### src/rtl/fft_bitrev_reorder.sv
// fft_bitrev_reorder: ping-pong buffer that turns a bit-reversed FFT output
// stream into natural bin order, with valid/ready on both sides.
// Ports: clk, rst (async, active-low)
//   in_valid/in_ready/in_re/in_im     : bit-reversed sample stream
//   out_valid/out_ready/out_re/out_im : natural-order stream
//   out_index : bin number of out_re/out_im
//   frame_done : high on the handshake of bin NFFT-1
module fft_bitrev_reorder #(
  parameter int NFFT   = 64,
  parameter int DATA_W = 16,
  localparam int AW    = $clog2(NFFT)
) (
  input  logic              clk,
  input  logic              rst,
  input  logic              in_valid,
  output logic              in_ready,
  input  logic [DATA_W-1:0] in_re,
  input  logic [DATA_W-1:0] in_im,
  output logic              out_valid,
  input  logic              out_ready,
  output logic [DATA_W-1:0] out_re,
  output logic [DATA_W-1:0] out_im,
  output logic [AW-1:0]     out_index,
  output logic              frame_done
);

  typedef enum logic [1:0] {
    EMPTY, FILLING, FULL, DRAINING
  } bank_st_t;

  bank_st_t st_q [2];
  bank_st_t st_d [2];

  logic [DATA_W-1:0] mem_re [2*NFFT];
  logic [DATA_W-1:0] mem_im [2*NFFT];

  logic          wr_bank;
  logic [AW-1:0] wr_cnt;
  logic          rd_bank;
  logic [AW-1:0] ld_cnt;

  logic          wr_en;
  logic          wr_last;
  logic          more;
  logic          adv;
  logic          full0;
  logic          full1;
  logic          st_bank;
  logic          start;
  logic          ld_en;
  logic          ld_bank;
  logic [AW-1:0] ld_addr;
  logic          ld_last;

  function automatic logic [AW-1:0] bitrev(
    input logic [AW-1:0] a
  );
    logic [AW-1:0] r;
    for (int i = 0; i < AW; i++) begin
      r[i] = a[AW-1-i];
    end
    return r;
  endfunction

  always_comb begin
    in_ready = (st_q[wr_bank] == EMPTY) ||
               (st_q[wr_bank] == FILLING);
    wr_en    = in_valid & in_ready;
    wr_last  = (wr_cnt == AW'(NFFT-1));
    more     = (st_q[rd_bank] == DRAINING);
    adv      = !out_valid || out_ready;
    full0    = (st_q[0] == FULL);
    full1    = (st_q[1] == FULL);
    // With both banks full, the one the write
    // pointer returned to was filled first.
    st_bank  = (full0 && full1) ? wr_bank : full1;
    start    = adv && !more && (full0 || full1);
    ld_en    = adv && (more || start);
    ld_bank  = more ? rd_bank : st_bank;
    ld_addr  = more ? ld_cnt : '0;
    ld_last  = more && (ld_cnt == AW'(NFFT-1));
  end

  // A draining bank is released as soon as its
  // last bin is captured in the output register,
  // so refilling it can overlap that final
  // handshake and streaming never stalls.
  always_comb begin
    st_d[0] = st_q[0];
    st_d[1] = st_q[1];
    if (wr_en) begin
      st_d[wr_bank] = wr_last ? FULL : FILLING;
    end
    if (start) begin
      st_d[st_bank] = DRAINING;
    end
    if (ld_en && ld_last) begin
      st_d[rd_bank] = EMPTY;
    end
  end

  always_ff @(posedge clk or negedge rst) begin
    if (!rst) begin
      st_q[0] <= EMPTY;
      st_q[1] <= EMPTY;
    end else begin
      st_q[0] <= st_d[0];
      st_q[1] <= st_d[1];
    end
  end

  always_ff @(posedge clk or negedge rst) begin
    if (!rst) begin
      wr_bank <= 1'b0;
      wr_cnt  <= '0;
    end else if (wr_en) begin
      wr_cnt <= wr_cnt + AW'(1);
      if (wr_last) begin
        wr_bank <= ~wr_bank;
      end
    end
  end

  always_ff @(posedge clk) begin
    if (wr_en) begin
      mem_re[{wr_bank, bitrev(wr_cnt)}] <= in_re;
      mem_im[{wr_bank, bitrev(wr_cnt)}] <= in_im;
    end
  end

  always_ff @(posedge clk or negedge rst) begin
    if (!rst) begin
      out_valid <= 1'b0;
      out_re    <= '0;
      out_im    <= '0;
      out_index <= '0;
      rd_bank   <= 1'b0;
      ld_cnt    <= '0;
    end else if (adv) begin
      if (ld_en) begin
        out_valid <= 1'b1;
        out_re    <= mem_re[{ld_bank, ld_addr}];
        out_im    <= mem_im[{ld_bank, ld_addr}];
        out_index <= ld_addr;
        rd_bank   <= ld_bank;
        ld_cnt    <= ld_addr + AW'(1);
      end else begin
        out_valid <= 1'b0;
      end
    end
  end

  assign frame_done = out_valid & out_ready &
                      (out_index == AW'(NFFT-1));

endmodule

### config.mk
export PLATFORM = sky130hd
export DESIGN_NAME = fft_bitrev_reorder
export DESIGN_NICKNAME = d
export VERILOG_FILES = /design/src/rtl/fft_bitrev_reorder.sv
export SDC_FILE = /design/constraint.sdc
export NUM_CORES = 2
export LEC_CHECK = 0
export ABC_AREA = 0
export BUFFER_PORTS_ARGS = -buffer_cell sky130_fd_sc_hd__buf_2
export CORE_MARGIN = 3
export CORE_UTILIZATION = 30
export DETAILED_ROUTE_END_ITERATION = 12
export SLEW_MARGIN = 20
export SYNTH_ARGS = -nofsm -noshare
export SYNTH_HDL_FRONTEND = slang
export SYNTH_SLANG_ARGS = --single-unit
### constraint.sdc
create_clock -name clk -period 5.75 [get_ports clk]
set_clock_uncertainty 0.15 [all_clocks]
set_input_delay 0 -clock clk [delete_from_list [all_inputs] [get_ports clk]]
set_output_delay 0 -clock clk [all_outputs]
set_load 0.01 [all_outputs]
Yosys cells after proc, flatten, opt, wreduce, memory -nomap -nowiden
Memories as Yosys holds them, arrays and structs flattened. A register that Yosys moved wholly into a read port is not among the register bits.
Index checks and enable logic that the tools add are counted.

operators by class
  add/sub/neg operators = 2
  multiply operators = 0
  div/mod/pow operators = 0
  order comparisons = 6
  equality and inequality tests = 7
  shifts and indexed selects = 0
  mux-type cells = 23
  bitwise logic cells = 10
  reductions and logical operators = 20

operators with widths
  operator                                                                      count
  2-bit two-way mux                                                             10
  6-bit equality test, second input constant                                    3
  6-bit by 1-bit adder with 6-bit output, second input constant                 2
  4-bit two-way mux                                                             3
  1-bit logical AND                                                             9
  2-bit demux with 1-bit select                                                 3
  2-bit equality test, second input constant                                    3
  2-bit greater-or-equal comparator, second input constant                      3
  2-bit by 1-bit less-than comparator with 1-bit output, second input constant  3
  6-bit two-way mux                                                             1
  1-bit inverter with 2-bit output                                              3
  1-bit two-way mux                                                             5
  4-bit bitwise AND                                                             1
  4-bit bitwise mux                                                             1
  1-bit logical NOT                                                             4
  1-bit logical OR                                                              4
  4-bit inverter                                                                1
  4-bit bitwise OR                                                              1
  2-bit AND reduction                                                           2
  1-bit bitwise AND                                                             3
  2-bit by 1-bit equality test with 1-bit output, second input constant         1
  2-bit logical NOT                                                             1
  1-bit inverter                                                                1

word-level totals
  register bits = 25
  latch bits = 0
  RAM bits = 4,096
  memory bits (read-only) = 0
  logic and storage cells = 78
  memories kept = 2

memory list
  name    depth  width  rd ports  clocked after Yosys merged registers in  wr ports  line  RTL
  mem_im  128    16     1         1                                        1         35    logic [DATA_W-1:0] mem_im [2*NFFT];
  mem_re  128    16     1         1                                        1         34    logic [DATA_W-1:0] mem_re [2*NFFT];

Longest topological paths before layout
  depth after elaboration = 12
  depth in mapped cells = 16

Worst setup path before layout
OpenSTA, ideal clock, no wires.

  kind = reg-to-reg
  start point = register st_q[1] (netlist name)
  end point = memory mem_im[127][0], enable pin
  arrival time = 3.210 ns
  required time = 5.179 ns
  setup slack = 1.969 ns
  cell stages (with the launch flop) = 9
  buffers on the path = 4
  clock period less this slack = 3.781 ns
  cell sequence = dfrtp_1 > buf_2 > clkbuf_1 > mux2i_1 > and3_1 > clkbuf_1 > nand3_1 > clkbuf_1 > nor2_1

on the way
  longest elaborated chain between the ends = 8
  elaborated cells between the ends (all ways) = 9
  classes of those cells = eq/ne (1); mux (5); bitwise (1); reduce/logical (2)

RTL lines
  what                                                                                        line    RTL
  start, declared                                                                             31      bank_st_t st_q [2];
  2-bit two-way mux (implied by the code) * (3 in series)                                     66, 67
  2-bit by 1-bit equality test with 1-bit output / 2-bit logical NOT (equally long branches)  67, 66
  1-bit logical OR *                                                                          66      in_ready = (st_q[wr_bank] == EMPTY) ||
  named net in_ready                                                                          16      output logic in_ready,
  1-bit bitwise AND *                                                                         68      wr_en = in_valid & in_ready;
  1-bit two-way mux *                                                                         125     if (wr_en) begin
  1-bit two-way mux (implied by the code) *                                                   127     mem_im[{wr_bank, bitrev(wr_cnt)}] <= in_im;
  end, declared                                                                               35

Mark *: on every way through the listed nets, which the timed path passes. The rest lies on a longest branch. The select of a mux whose other input is x is not followed.

Worst setup path after layout
  start point = register rd_bank
  end point = register out_im[6], read port of mem_im

on the way
  longest elaborated chain between the ends = 11
  elaborated cells between the ends (all ways) = 13
  classes of those cells = eq/ne (1); mux (5); bitwise (1); reduce/logical (6)

RTL lines
  what                                                    line  RTL
  start, declared                                         39    logic rd_bank;
  start signal, assigned                                  145   rd_bank <= ld_bank;
  1-bit inverter with 2-bit output (implied by the code)  70    more = (st_q[rd_bank] == DRAINING);
  2-bit two-way mux (implied by the code) (3 in series)   70
  2-bit equality test                                     70
  1-bit logical NOT                                       77    start = adv && !more && (full0 || full1);
  1-bit logical AND (2 in series)                         77
  1-bit logical OR                                        78    ld_en = adv && (more || start);
  1-bit logical AND                                       78
  2-bit AND reduction (no line)                           -
  end, declared                                           22    output logic [DATA_W-1:0] out_im,

Parallel ways exist; a longest one is shown, timed or not. The select of a mux whose other input is x is not followed.
A chain may end at the register's enable or synchronous reset.

==> results.tsv <==
stage	metric	value	unit
timing	final.setup.tns	0	ns
place	gp_congestion	0.894	
logic_synthesis	synthSimpleGateAreaFrac	4.80	%
floorplan	initial_core_util	30.1	%
job	drv_cap	0	
logic_synthesis	asyncSetResetFlopFracSynth	1.37	%
place	port_buffers	76	
grt	first_global_vias	93000	
clocking	tritoncts_clock_tree	done	
finish	flow.area_growth_from_synthesis	16.5	%
route	finalWirelength	558000	um
clocking	insertion_delay	1.01	ns
grt	grt_resource_usage_total	19.5	%
timing	relSlewSlack	13.8	%
route	first_iter_violations	15100	
timing	finalHoldViolCount	0	
logic_synthesis	ys.flop_type	sky130_fd_sc_hd__edfxtp_1	
power_and_ir_drop	vdd_drop_max	0.276	mV
route	drc_violations_left	0	
route	vias_per_instance	5.54	
timing	max_freq	0.186	GHz
floorplan	top_level_ports	77	
logic_synthesis	synth-compound-area-share	8.54	%
floorplan	coreArea	0.541	sq mm
run_status	status	complete, no violations	
finish	stdcell_count	17900	
place	numPlacedInstances	17100	
setup_path	critical-path-top-delay-family	compound AO/OA/AOI/OAI gates	
grt	antenna_found_initial	63	
power_and_ir_drop	power.leakage	63.8	nW
grt	grt_pass1_wl	768000	um
setup_path	slowest_stage_delay_on_critical_path	0.81	ns
timing	maxSlewViolCount	0	
clocking	htree_levels	5	
setup_path	ordered_cell_list_for_the_critical_path	and3_1 > o21ai_4 > inv_8 > buf_4 > a21oi_1 > a221oi_1 > a21oi_1 > o21ai_0 > a222oi_1 > buf_4 > buf_4 > o21ai_1	
logic_synthesis	avgSynthCellArea	16.4	sq um
floorplan	dieWidth	743	um
logic_synthesis	yosys.area_share.xor_xnor	0.0430	%
setup_path	critical_path_arrival	6.14	ns
timing	setup_repair_after_global_routing_missed_its_margin	false	
setup_path	worst_path_buf_inv	4	
finish	drive_gt1_share	15.8	%
clocking	post_cts_resized	0	
route	number_of_iterations_in_the_first_detailed_routing_pass	8	
logic_synthesis	top_cell_type_s_share_of_synthesized_area	75.5	%
route	route.antenna.remaining_nets	0	
timing	holdWs	0.0150	ns
setup_path	worst_ep_required_time	6.52	ns
route	detailroute.via_count	99500	
grt	overflow	0	
min_path	timing.hold.worst.class	in2reg	
place	dpl.hpwl	330000	um
clocking	post-cts-setup-buffer-count	0	
logic_synthesis	portion_of_the_post_synthesis_area_used_by_sequential_elements	76.3	%
logic_synthesis	yosys.area_share.adder	0.0154	%
logic_synthesis	yosys_warnings	0	
clocking	ctsLongestPathBuffers	4	
grt	maximum_number_of_pins_on_one_net_before_global_route_repair	121	
logic_synthesis	synth_nets	9973	
logic_synthesis	synth_area	0.163	sq mm
finish	most_frequent_cells_in_the_layout	sky130_fd_sc_hd__edfxtp_1 (4096), sky130_fd_sc_hd__nand2_1 (1109), sky130_fd_sc_hd__mux2i_1 (919), sky130_fd_sc_hd__a21oi_1 (544), sky130_fd_sc_hd__buf_4 (501)	
power_and_ir_drop	power_density	345	mW/mm^2
timing	timing.final.crit_period	5.37	ns
setup_path	crit_end_category	register	
floorplan	die_h	743	um
logic_synthesis	synthesis.instances	9935	
clocking	clkSlewWorstSetupHoldPaths	0.07	ns
clocking	cts_bufs_inserted	419	
clocking	number_of_clock_sinks	4153	
floorplan	dieArea	0.552	sq mm
logic_synthesis	post_synth_num_cell_types	86	
finish	final_common_cell	sky130_fd_sc_hd__edfxtp_1	
floorplan	rows	270	
setup_path	critical_path.slowest_cell	sky130_fd_sc_hd__and3_1	
setup_path	timing.critical_path.from_type	register	
logic_synthesis	dominant_combinational_cell_family_by_area_after_synthesis	compound AO/OA/AOI/OAI gates	
logic_synthesis	synth.mux.area_fraction	8.13	%
timing	finalSetupViolations	0	
finish	final_nets	10400	
route	detail_route.wl_per_cell	31.1	um
clocking	cts.root.buffer_cell	sky130_fd_sc_hd__clkbuf_16	
logic_synthesis	synth.largest_area_cell	sky130_fd_sc_hd__edfxtp_1	
setup_path	timing.critical_path.mode_cell	sky130_fd_sc_hd__buf_4	
logic_synthesis	synth-edff-count	4096	
setup_path	critical_path_class	reg2reg	
timing	layout_worst_path_cycle_share	93.5	%
logic_synthesis	synth_area_leaders	sky130_fd_sc_hd__edfxtp_1 (75%), sky130_fd_sc_hd__mux2i_1 (5.6%), sky130_fd_sc_hd__nand2_1 (2.6%)	
setup_path	critical_path.max_fanout	76	
timing	max_slew.worst_pin.slew	1.28	ns
logic_synthesis	postSynthRegisterBits	4153	
-- worst register-to-register path, cell delays in order, from the launching register on --
cell	delay, ns
sky130_fd_sc_hd__dfrtp_1	0.70
sky130_fd_sc_hd__and3_1	0.82
sky130_fd_sc_hd__o21ai_4	0.29
sky130_fd_sc_hd__inv_8	0.68
sky130_fd_sc_hd__buf_4	0.55
sky130_fd_sc_hd__a21oi_1	0.09
sky130_fd_sc_hd__a221oi_1	0.42
sky130_fd_sc_hd__a21oi_1	0.07
sky130_fd_sc_hd__o21ai_0	0.79
sky130_fd_sc_hd__a222oi_1	0.27
sky130_fd_sc_hd__buf_4	0.26
sky130_fd_sc_hd__buf_4	0.16
sky130_fd_sc_hd__o21ai_1	0.08
-- routing by layer --
metal | GRT usage, % | part of all wire (%) | vias up
met2 | 30.1 | 45 | 6367
met1 | 26.2 | 38 | 51400
met5 | 0 | 0.041 | -
li1 | - | - | 40400
met3 | 4.34 | 11 | 1171
met4 | 9.12 | 5.6 | 32
-- logic make-up (layout without fill, tap and decap cells) --
logic type               after synthesis  after routing
AO/OA/AOI/OAI                       2053           2053
XOR/XNOR                               8              8
adder cells (fa/ha/maj)                2              2
buffers and inverters                694           1468
flip-flops                          4153           4153
multiplexers                        1166           1166
other                                  0             32
AND/OR/NAND/NOR                     1859           1859
-- timing repair --
action	in CTS	in global routing
hold endpoints to repair	3044	0
hold buffers	58	0
setup endpoints to repair	0	0
-- worst paths after layout --
path,startpoint,endpoint,slack [ns],cells after the start
setup / recovery,rd_bank,out_im[6],0.38,12
hold / removal,in_im[3],mem_im[45][3],0.02,2
setup reg to reg,rd_bank,out_im[6],0.38,12
hold reg to reg,wr_cnt[3],wr_cnt[3],0.37,1
max in group asynchronous,rst,ld_cnt[1],4.21,4
min in group asynchronous,rst,out_index[4],0.24,4
-- cells in the mapped netlist, types with 18 or more instances --
cell type / instances
sky130_fd_sc_hd__nor2_1: 286
sky130_fd_sc_hd__a22o_1: 23
sky130_fd_sc_hd__dfrtp_1: 57
sky130_fd_sc_hd__mux4_2: 113
sky130_fd_sc_hd__nand3_1: 262
sky130_fd_sc_hd__o311ai_0: 25
sky130_fd_sc_hd__nand4_1: 45
sky130_fd_sc_hd__buf_4: 88
sky130_fd_sc_hd__o21ai_0: 269
sky130_fd_sc_hd__a221o_1: 37
sky130_fd_sc_hd__a221oi_1: 95
sky130_fd_sc_hd__a22oi_1: 158
sky130_fd_sc_hd__nor2b_1: 27
sky130_fd_sc_hd__a211oi_1: 90
sky130_fd_sc_hd__buf_2: 388
sky130_fd_sc_hd__nand2_1: 1119
sky130_fd_sc_hd__mux2i_1: 919
sky130_fd_sc_hd__a21oi_1: 546
sky130_fd_sc_hd__o221ai_1: 183
sky130_fd_sc_hd__a211o_1: 29
sky130_fd_sc_hd__o22ai_1: 98
sky130_fd_sc_hd__buf_1: 37
sky130_fd_sc_hd__a31oi_1: 160
sky130_fd_sc_hd__and3_1: 33
sky130_fd_sc_hd__mux2_2: 134
sky130_fd_sc_hd__edfxtp_1: 4096
sky130_fd_sc_hd__o211ai_1: 68
sky130_fd_sc_hd__clkbuf_1: 166
sky130_fd_sc_hd__o311ai_1: 18
sky130_fd_sc_hd__a32oi_1: 45
sky130_fd_sc_hd__nor3_1: 26
sky130_fd_sc_hd__a311oi_1: 30
-- cell type report --
class	instances	area, sq um
fill	50800	351000
sequential	4153	124000
multi-input combinational	5088	36500
clock buffer	521	11100
tap	7208	9020
timing repair buffer	678	6090
clock inverter	263	2680
antenna	32	80.1
inverter	6	47.5
-- through the flow --
step / power, mW / utilization (%) / area, sq um / setup WS, ns
6_report: 65.5 / 35.1 / 190000 / 0.376
5_1_grt: 67.0 / 35.1 / 190000 / 0.362
4_1_cts: 65.7 / 35.1 / 190000 / 0.560
3_5_place_dp: 38.4 / 32.4 / 175000 / 0.569
3_3_place_gp: 38.3 / 32.4 / 175000 / -0.269
2_1_floorplan: 36.1 / - / 163000 / 1.97
-- power by group --
part / internal [mW] / switching (mW)
Clock: 15.9 / 11.8
Combinational: 0.845 / 2.94
Sequential: 33.8 / 0.250
Total: 50.6 / 14.9
-- flip-flops by register name, indices dropped and copies added, names as in the netlist, 4 cells and up --
signal / count
ld_cnt: 6
out_im: 16
out_re: 16
wr_cnt: 6
st_q: 4
out_index: 6
mem_im: 2048
mem_re: 2048
Power figures use the tool's default switching activity.
